==> config.mk <==
export PLATFORM = sky130hd
export DESIGN_NAME = demux_packer
export DESIGN_NICKNAME = d
export VERILOG_FILES = /design/src/rtl/mux.sv /design/src/rtl/demux_packer.sv
export SDC_FILE = /design/constraint.sdc
export NUM_CORES = 1
export LEC_CHECK = 0
export CAP_MARGIN = 20
export CORE_MARGIN = 2
export CORE_UTILIZATION = 51
export DETAILED_ROUTE_END_ITERATION = 6
export PLACE_DENSITY_LB_ADDON = 0.12
export SLEW_MARGIN = 20
export SYNTH_ARGS = -nofsm -noshare
export SYNTH_HDL_FRONTEND = slang
export SYNTH_SLANG_ARGS = --single-unit
==> constraint.sdc <==
create_clock -name clk -period 5.1 [get_ports clk]
set_input_delay 0.51 -clock clk [delete_from_list [all_inputs] [get_ports clk]]
set_output_delay 0.51 -clock clk [all_outputs]
set_load 0.02 [all_outputs]
==> src/rtl/mux.sv <==
// mux: selects one N-bit word out of an S*N-bit packed vector.
//   a    in   S*N    packed words; word k at a[k*N +: N]
//   sel  in   SEL_W  word index
//   y    out  N      a[sel*N +: N], or 0 when sel >= S
module mux #(
    parameter int unsigned N = 4,
    parameter int unsigned S = 16,
    localparam int unsigned SEL_W = $clog2(S)
) (
    input  logic [S*N-1:0]   a,
    input  logic [SEL_W-1:0] sel,
    output logic [N-1:0]     y
);

    always_comb begin
        y = '0;
        for (int k = 0; k < int'(S); k++) begin
            if (sel == SEL_W'(k)) begin
                y = a[k*N +: N];
            end
        end
    end

endmodule

==> src/rtl/demux_packer.sv <==
// demux_packer: collects slot-tagged N-bit words into an S*N-bit frame and hands the
// frame out on a valid/ready interface once every slot has been written.
//   clk        in   1        rising-edge clock
//   rst        in   1        asynchronous active-high reset
//   clear      in   1        synchronous abort of the current frame
//   in_valid   in   1        input word valid
//   in_ready   out  1        block can accept a word (FILL state)
//   in_sel     in   SEL_W    destination slot of in_data
//   in_data    in   N        input word
//   out_valid  out  1        full frame available (FULL state)
//   out_ready  in   1        consumer accepts the frame
//   out_data   out  S*N      packed frame; slot k at [k*N +: N]
//   fill_cnt   out  SEL_W+1  distinct slots written in the current frame
//   err_sel    out  1        one-cycle pulse after an accepted word with in_sel >= S
//   rd_sel     in   SEL_W    readback slot select
//   rd_data    out  N        out_data[rd_sel*N +: N]
module demux_packer #(
    parameter int unsigned N = 4,
    parameter int unsigned S = 16,
    localparam int unsigned SEL_W = $clog2(S)
) (
    input  logic               clk,
    input  logic               rst,
    input  logic               clear,
    input  logic               in_valid,
    output logic               in_ready,
    input  logic [SEL_W-1:0]   in_sel,
    input  logic [N-1:0]       in_data,
    output logic               out_valid,
    input  logic               out_ready,
    output logic [S*N-1:0]     out_data,
    output logic [SEL_W:0]     fill_cnt,
    output logic               err_sel,
    input  logic [SEL_W-1:0]   rd_sel,
    output logic [N-1:0]       rd_data
);

    typedef enum logic [0:0] {
        StFill = 1'b0,
        StFull = 1'b1
    } state_e;

    state_e             r_state, w_state_d;
    logic [S-1:0]       r_mask, w_mask_d;
    logic [S*N-1:0]     r_data, w_data_d;
    logic [SEL_W:0]     r_fill_cnt, w_fill_cnt_d;
    logic               r_err_sel, w_err_sel_d;
    logic               w_sel_ok;
    logic               w_new_slot;

    // SEL_W bits can encode indices past S-1 when S is not a power of two.
    assign w_sel_ok = 32'(in_sel) < S;

    always_comb begin
        w_state_d    = r_state;
        w_mask_d     = r_mask;
        w_data_d     = r_data;
        w_fill_cnt_d = r_fill_cnt;
        w_err_sel_d  = 1'b0;
        w_new_slot   = 1'b0;
        if (clear) begin
            // Wins over a simultaneous accept (word dropped) or hand-off.
            w_mask_d     = '0;
            w_fill_cnt_d = '0;
            w_state_d    = StFill;
        end else begin
            unique case (r_state)
                StFill: begin
                    if (in_valid) begin
                        if (w_sel_ok) begin
                            for (int k = 0; k < int'(S); k++) begin
                                if (in_sel == SEL_W'(k)) begin
                                    w_data_d[k*N +: N] = in_data;
                                    w_mask_d[k]        = 1'b1;
                                    w_new_slot         = ~r_mask[k];
                                end
                            end
                            if (w_new_slot) begin
                                w_fill_cnt_d = r_fill_cnt + {{SEL_W{1'b0}}, 1'b1};
                            end
                            if (&w_mask_d) begin
                                w_state_d = StFull;
                            end
                        end else begin
                            w_err_sel_d = 1'b1;
                        end
                    end
                end
                StFull: begin
                    // Data is kept; only the mask restarts, so every slot is rewritten.
                    if (out_ready) begin
                        w_mask_d     = '0;
                        w_fill_cnt_d = '0;
                        w_state_d    = StFill;
                    end
                end
                default: w_state_d = StFill;
            endcase
        end
    end

    always_ff @(posedge clk or posedge rst) begin
        if (rst) begin
            r_state    <= StFill;
            r_mask     <= '0;
            r_data     <= '0;
            r_fill_cnt <= '0;
            r_err_sel  <= 1'b0;
        end else begin
            r_state    <= w_state_d;
            r_mask     <= w_mask_d;
            r_data     <= w_data_d;
            r_fill_cnt <= w_fill_cnt_d;
            r_err_sel  <= w_err_sel_d;
        end
    end

    assign in_ready  = (r_state == StFill);
    assign out_valid = (r_state == StFull);
    assign out_data  = r_data;
    assign fill_cnt  = r_fill_cnt;
    assign err_sel   = r_err_sel;

    mux #(
        .N (N),
        .S (S)
    ) u_rd_mux (
        .a   (r_data),
        .sel (rd_sel),
        .y   (rd_data)
    );

endmodule

==> results.txt, run 1 <==
----------------------------------------------------
[Status]
  Status ... finished clean

[Layout]
  Finished layout cell area ... approximately 0.0056 mm^2
  Number of nets in the finished design ... roughly 460
  Fraction of final layout cells with drive strength greater than 1 ... 12.4%
  Final standard cell count with taps included and fillers excluded ... approximately 550
  Top library cells by usage in the layout, fill and taps aside ... 91 x sky130_fd_sc_hd__clkdlybuf4s50_1, 86 x sky130_fd_sc_hd__dfrtp_1, 67 x sky130_fd_sc_hd__mux2_1, 23 x sky130_fd_sc_hd__nand2_1, 16 x sky130_fd_sc_hd__mux4_2
  Area Growth Syn to Fin ... 27.5%
  Fill cell total of the finished layout ... between 600 and 700
  Diode count ... 0
  Final standard cell utilization of the core ... 67.6%
  Leading cell type in the layout, fill and taps excluded ... sky130_fd_sc_hd__clkdlybuf4s50_1

[Clocking]
  CTS sink count ... between 80 and 90
  Number of cells upsized or downsized after cts ... 0
  Total CTS buffers ... 9
  Clock tree buffer depth ... 2
  Clock latency on the worst-skew pair ... roughly 350 ps
  Post-CTS setup buffer count ... 0
  H-tree levels ... 3
  CTS Root Buffer Type ... sky130_fd_sc_hd__clkbuf_8
  Clock slew seen by the registers of the worst setup and hold paths ... 80 ps
  Clock tree from TritonCTS ... yes
  Hold buffer count at cts ... 0

[Synth]
  Share of the synthesized area in the top cell type ... 48.9%
  Xor-xnor portion of the synthesized cell area ... 0%
  Ranking of synthesized cells by area ... sky130_fd_sc_hd__dfrtp_1 49%, sky130_fd_sc_hd__mux2_1 17%, sky130_fd_sc_hd__mux4_2 8.2%, sky130_fd_sc_hd__nand2_1 2.0%, sky130_fd_sc_hd__nor2b_1 1.7%
  Number of enable-type register cells in the synthesized netlist ... 0
  Yosys warning total ... 0
  Proportion of synthesized chip area in sequential cells ... approximately half
  Area leader, netlist ... sky130_fd_sc_hd__dfrtp_1
  Dominant combinational cell family by area after synthesis ... multiplexers
  Avg Synthesized Cell Area ... 12.4 um^2
  Top flip-flop cell by instance count after synthesis ... sky130_fd_sc_hd__dfrtp_1
  Simple-gate share of the synthesized area ... 10.3%
  Multiplexer share of the synthesized area ... 27.2%
  Cell count after synthesis ... 354
  Synth Area in Compound Gates ... about 9.6%
  Post-synth ARST share ... 100%
  Share of synthesized cell area in full adder, half adder and majority cells ... less than 1%
  Total of flip-flops plus latches after synthesis ... 86
  Summed instance area of the synthesized netlist ... about 0.0044 mm^2
  Post-synthesis net count ... 372
  Synth cell types ... 54

[Timing]
  Max Freq ... roughly 0.27 GHz
  Hold slack ... about 520 ps
  Number of max-slew violations in the final report ... 0
  Final setup fails ... 0
  Fin crit period ... ~3700 ps
  Count of final hold-check violations ... 0
  Final Cycle Share ... 71.7%
  Setup TNS ... 0 ps
  Worst path setup slack after routing ... between 1000 and 1500 ps
  Clock skew after layout ... ~9.1 ps
  Worst Tran Pin Value ... 886 ps
  Setup repair after global routing missed its margin ... false
  Headroom to the max-slew limit ... 40.8%

[GRT]
  Via count of the first global-routing pass ... 3256
  Overflow left after global routing ... 0
  Overall global routing resource usage ... approximately 25%
  Maximum number of pins on one net before global-route repair ... 46
  Global-route wire length before repair ... 18.4 mm
  Number of antenna violations at the first check in global routing ... 0

[Routing]
  Count of unresolved DRC violations after routing ... 0
  Number of search-and-repair iterations in the first detailed-routing pass ... 4
  Routed wirelength normalized by instance count ... around 20 um
  Post-route antenna net violation count ... 0
  Wire length after detailed routing ... ~11 mm
  Post-detailed-route via-to-cell ratio ... approximately 6
  Iteration-0 DRC count of the detailed router ... 270
  Overall via count from detail_route ... around 3300

[Placed design]
  Placed Cells ... ~530
  Detailed placer's ending HPWL ... roughly 8 mm
  Final GP Congestion ... approximately 0.89
  Worst slack after detailed placement ... 1430 ps
  Count of input and output buffers ... 91
  Total cell area at the placement stage ... roughly 0.0054 mm^2

[Die]
  Ports ... 93
  Horizontal die dimension ... around 97 um
  Die Ht ... between 90 and 100 um
  Die footprint ... between 0.009 and 0.01 mm^2
  Effective utilization at floorplan ... a little over half
  Placeable core region ... 0.00830 mm^2
  Number of placement rows ... 33

[Power and ir drop]
  Power consumption ... about 2.1 mW
  Static leakage power ... 2.42 nW
  Areal power density over the cells ... roughly 370 mW/mm^2
  Worst IR Drop VDD ... between 150 and 200 uV

[Worst setup path]
  Most frequent cell on the critical path ... sky130_fd_sc_hd__clkdlybuf4s50_1
  Kind of launch point of the worst setup path ... input pin
  Critical Setup Path Class ... in -> out
  Series of cell instances along the critical path ... clkdlybuf4s50_1 -> mux4_2 -> o21a_1 -> nor3_1 -> a31oi_1 -> clkdlybuf4s50_1
  Crit-path max cell delay ... ~1100 ps
  Worst Path Arrival ... about 3100 ps
  Highest-delay cell along the critical path ... sky130_fd_sc_hd__clkdlybuf4s50_1
  Required time of the critical path ... between 4000 and 5000 ps
  Max Fanout on Critical Path ... 20
  Critical path capture point type ... output pin

[Run]
  Max-cap check violation count ... 0

[Hold path]
  Hold Crit Class ... reg -> reg

----------------------------------------------------
[sequential cells by signal, indices dropped and copies added (netlist names)]
signal / count
out_data: 64
fill_cnt: 5
r_mask: 16
out_valid: 1
[path summary, 6_finish.rpt]
check	start	to	slack, ps	cells after the start
max	rd_sel[1]	rd_data[1]	1450	6
min	out_data[15]	out_data[15]	520	1
max reg2reg	out_valid	out_data[4]	2980	5
min reg2reg	out_data[15]	out_data[15]	520	1
max in group asynchronous	rst	out_data[40]	3480	3
min in group asynchronous	rst	r_mask[3]	590	2
[synthesized netlist by cell type (3+ instances only)]
cell,count
sky130_fd_sc_hd__nand2_1,23
sky130_fd_sc_hd__nand2b_1,8
sky130_fd_sc_hd__o21ai_0,4
sky130_fd_sc_hd__inv_1,13
sky130_fd_sc_hd__a32oi_1,6
sky130_fd_sc_hd__dfrtp_1,86
sky130_fd_sc_hd__o21a_1,5
sky130_fd_sc_hd__clkbuf_1,8
sky130_fd_sc_hd__nor2_1,7
sky130_fd_sc_hd__a21boi_1,6
sky130_fd_sc_hd__a21o_1,5
sky130_fd_sc_hd__a21oi_1,13
sky130_fd_sc_hd__nor2b_1,12
sky130_fd_sc_hd__nor3_1,4
sky130_fd_sc_hd__and2_1,3
sky130_fd_sc_hd__mux4_2,16
sky130_fd_sc_hd__buf_2,8
sky130_fd_sc_hd__mux2_1,67
sky130_fd_sc_hd__a31oi_1,4
sky130_fd_sc_hd__nand2_2,4
sky130_fd_sc_hd__mux2i_1,7
sky130_fd_sc_hd__nor2_2,4
[cell families after synthesis]
group           after synthesis
simple gates                 81
other cells                   1
compound gates               59
flops                        86
buf+inv                      35
fa+ha+maj                     1
mux                          91
[power by group]
part	leakage [nW]	switching (mW)	internal (mW)
Sequential	1.12	0.106	0.787
Combinational	1.17	0.296	0.314
Clock	0.127	0.250	0.343
Total	2.42	0.652	1.44
[worst max-delay path: cells and delay by family]
family                 cells  cell delay (ps)
AOI/OAI and AO/OA          2              270
muxes                      1              600
and+or+nand+nor            1              150
buffers and inverters      2             1610
[per-layer routing]
metal / GRT usage, % / part of all wire, % / vias to the layer above / routed length (um)
li1: - / - / 1460 / -
met3: 3.90 / 5.1 / 10 / 573
met1: 38.9 / 48 / 1711 / 5390
met2: 35.9 / 46 / 101 / 5080
met4: 6.18 / 0.97 / 0 / 108
met5: 0 / 0 / - / 0
[final cells by class]
type | instances | area, um^2 | share of cell area [%]
sequential | 86 | 2150 | 38.3
clock buffer | 10 | 138 | 2.45
clock inverter | 6 | 116 | 2.07
multi-input combinational | 233 | 2090 | 37.2
timing repair buffer | 94 | 933 | 16.6
tap | 105 | 131 | 2.34
inverter | 14 | 53.8 | 0.959
Power figures use the tool's default switching activity.
==> run 2: changes to the inputs <==
CORE_UTILIZATION = 46   (was 51)
clock period = 3 ns   (was 5.1 ns; I/O delays follow)
==> results.txt, run 2 (synthesis gave the netlist of run 1 again) <==
----------------------------------------------------
[Routing]
  Wire length after detailed routing ... approximately 12 mm
  Iteration-0 DRC count of the detailed router ... ~210
  Routed wirelength normalized by instance count ... 20.1 um
  Number of search-and-repair iterations in the first detailed-routing pass ... 4
  Post-route antenna net violation count ... 0
  Post-detailed-route via-to-cell ratio ... approximately 5.7
  Overall via count from detail_route ... between 3000 and 4000
  Count of unresolved DRC violations after routing ... 0

[Layout]
  FF/Latch Area ... approximately 0.0022 mm^2
  Diode count ... 0
  Area of the multi-input gates ... approximately 0.0021 mm^2
  Largest register FFs ... between 60 and 70
  Fraction of final layout cells with drive strength greater than 1 ... between 10% and 20%
  Final standard cell utilization of the core ... just over 60%
  Top library cells by usage in the layout, fill and taps aside ... 91 x sky130_fd_sc_hd__clkdlybuf4s50_1, 86 x sky130_fd_sc_hd__dfrtp_1, 67 x sky130_fd_sc_hd__mux2_1, 23 x sky130_fd_sc_hd__nand2_1, 16 x sky130_fd_sc_hd__mux4_2
  Number of nets in the finished design ... about 460
  Fill cell total of the finished layout ... 764
  Leading cell type in the layout, fill and taps excluded ... sky130_fd_sc_hd__clkdlybuf4s50_1
  Final standard cell count with taps included and fillers excluded ... just under 600
  Area Growth Syn to Fin ... 29.9%

[Timing]
  Setup TNS ... 0 ps
  Hold slack ... 317 ps
  Fin crit period ... between 2000 and 3000 ps
  Max Freq ... 0.348 GHz
  Count of final hold-check violations ... 0
  Number of max-slew violations in the final report ... 0
  Clock skew after layout ... about 10 ps
  Final setup fails ... 0
  Worst Tran Pin Value ... 657 ps
  Setup repair after global routing missed its margin ... false
  Final Cycle Share ... between 90 and 100%
  Headroom to the max-slew limit ... 56.1%

[Power and ir drop]
  Worst IR Drop VDD ... 380 uV
  Cell internal pwr ... 2.46 mW
  Static leakage power ... roughly 2.5 nW
  Power spent charging and discharging nets ... about 1.1 mW
  Fraction of power consumed by sequential logic ... between 40% and 50%
  Part of the power in the clock network ... approximately 28%
  Fraction of power consumed by combinational cells ... between 20% and 30%
  Sw Share ... between 30% and 40%
  Areal power density over the cells ... just over 600 mW/mm^2

[Clocking]
  Post-CTS setup buffer count ... 0
  Clock tree buffer depth ... 2
  Number of cells upsized or downsized after cts ... 0
  Hold buffer count at cts ... 0
  Total CTS buffers ... 9
  Clock slew seen by the registers of the worst setup and hold paths ... 90 ps
  Clock tree from TritonCTS ... yes
  CTS Root Buffer Type ... sky130_fd_sc_hd__clkbuf_8
  CTS sink count ... 86
  H-tree levels ... 3
  Clock latency on the worst-skew pair ... 350 ps

[Worst setup path]
  Critical register-to-register path endpoint ... out_data[34]
  Register-to-Register Path Depth ... 5
  Worst reg-to-reg setup slack ... about 870 ps
  Critical Setup Path Class ... in -> out
  Critical path destination ... rd_data[3]
  Critical path capture point type ... output pin
  Timing startpoint of the critical path ... rd_sel[0]
  Required time of the critical path ... 2700 ps
  Kind of launch point of the worst setup path ... input pin
  Worst Path Arrival ... about 2600 ps
  Source of the worst register-to-register timing path ... out_valid
  Max Fanout on Critical Path ... 23

[Die]
  Ports ... just over 90
  Die Ht ... approximately 100 um
  Horizontal die dimension ... roughly 100 um
  Effective utilization at floorplan ... a little under half
  Placeable core region ... ~0.0093 mm^2
  Die footprint ... a little over 0.01 mm^2
  Number of placement rows ... 35

[Placed design]
  Detailed placer's ending HPWL ... ~8.3 mm
  Final GP Congestion ... between 0.9 and 1
  Count of input and output buffers ... just over 90
  Placed Cells ... about 560

[GRT]
  Via count of the first global-routing pass ... approximately 3400
  Maximum number of pins on one net before global-route repair ... 36
  Overall global routing resource usage ... around a quarter
  Overflow left after global routing ... 0
  Number of antenna violations at the first check in global routing ... 0
  Global-route wire length before repair ... 18.6 mm

[Status]
  Status ... finished clean

[Hold path]
  Hold Crit Class ... in -> async

[Run]
  Max-cap check violation count ... 0

----------------------------------------------------
[run 2: cell type report]
cell class / count / area share, %
flip-flops and latches: 86 / 37.6
multi-input cells: 233 / 36.5
repair buffers: 100 / 17.8
well taps: 129 / 2.82
clock buffers: 11 / 2.47
clock inverters: 5 / 1.86
inverters: 14 / 0.941
[run 2: power groups by stage]
stage               combinational (mW)  clock, mW  sequential (mW)
detailed placement                1.06          0             1.53
floorplan                        0.348          0             1.70
CTS                               1.07       1.01             1.51
global route                      1.13       1.06             1.53
finish                            1.06       1.00             1.51
global placement                  1.04          0             1.53
[run 2: how the worst min path moves through the flow]
stage / slack, ps / startpoint / end / cells after the start
after floorplan: 430 / in_data[3] / out_data[35] / 1
after global placement: 500 / out_data[0] / out_data[0] / 1
after detailed placement: 500 / out_data[46] / out_data[46] / 1
after CTS: 340 / rst / out_data[50] / 2
after global routing: 370 / rst / out_data[50] / 2
final: 320 / rst / out_data[50] / 2
[run 2: through the flow]
step / setup slack [ps] / instance area [um^2] / power [mW]
after floorplan: 478 / 4400 / 2.04
after global placement: 128 / 5470 / 2.57
after detailed placement: 113 / 5470 / 2.59
after CTS: 112 / 5720 / 3.58
after global routing: 76.4 / 5720 / 3.71
final: 125 / 5720 / 3.57
[run 2: layer usage]
layer | track usage, % | routed length [um]
met5 | 0 | 0
met4 | 6.97 | 178
met3 | 3.83 | 568
met2 | 36.4 | 5430
met1 | 34.9 | 5430
[run 2: critical path, stage by stage]
cell                              delay [ps]
sky130_fd_sc_hd__clkdlybuf4s50_1         500
sky130_fd_sc_hd__buf_12                  200
sky130_fd_sc_hd__mux4_2                  520
sky130_fd_sc_hd__mux4_2                  490
sky130_fd_sc_hd__clkdlybuf4s50_1         550
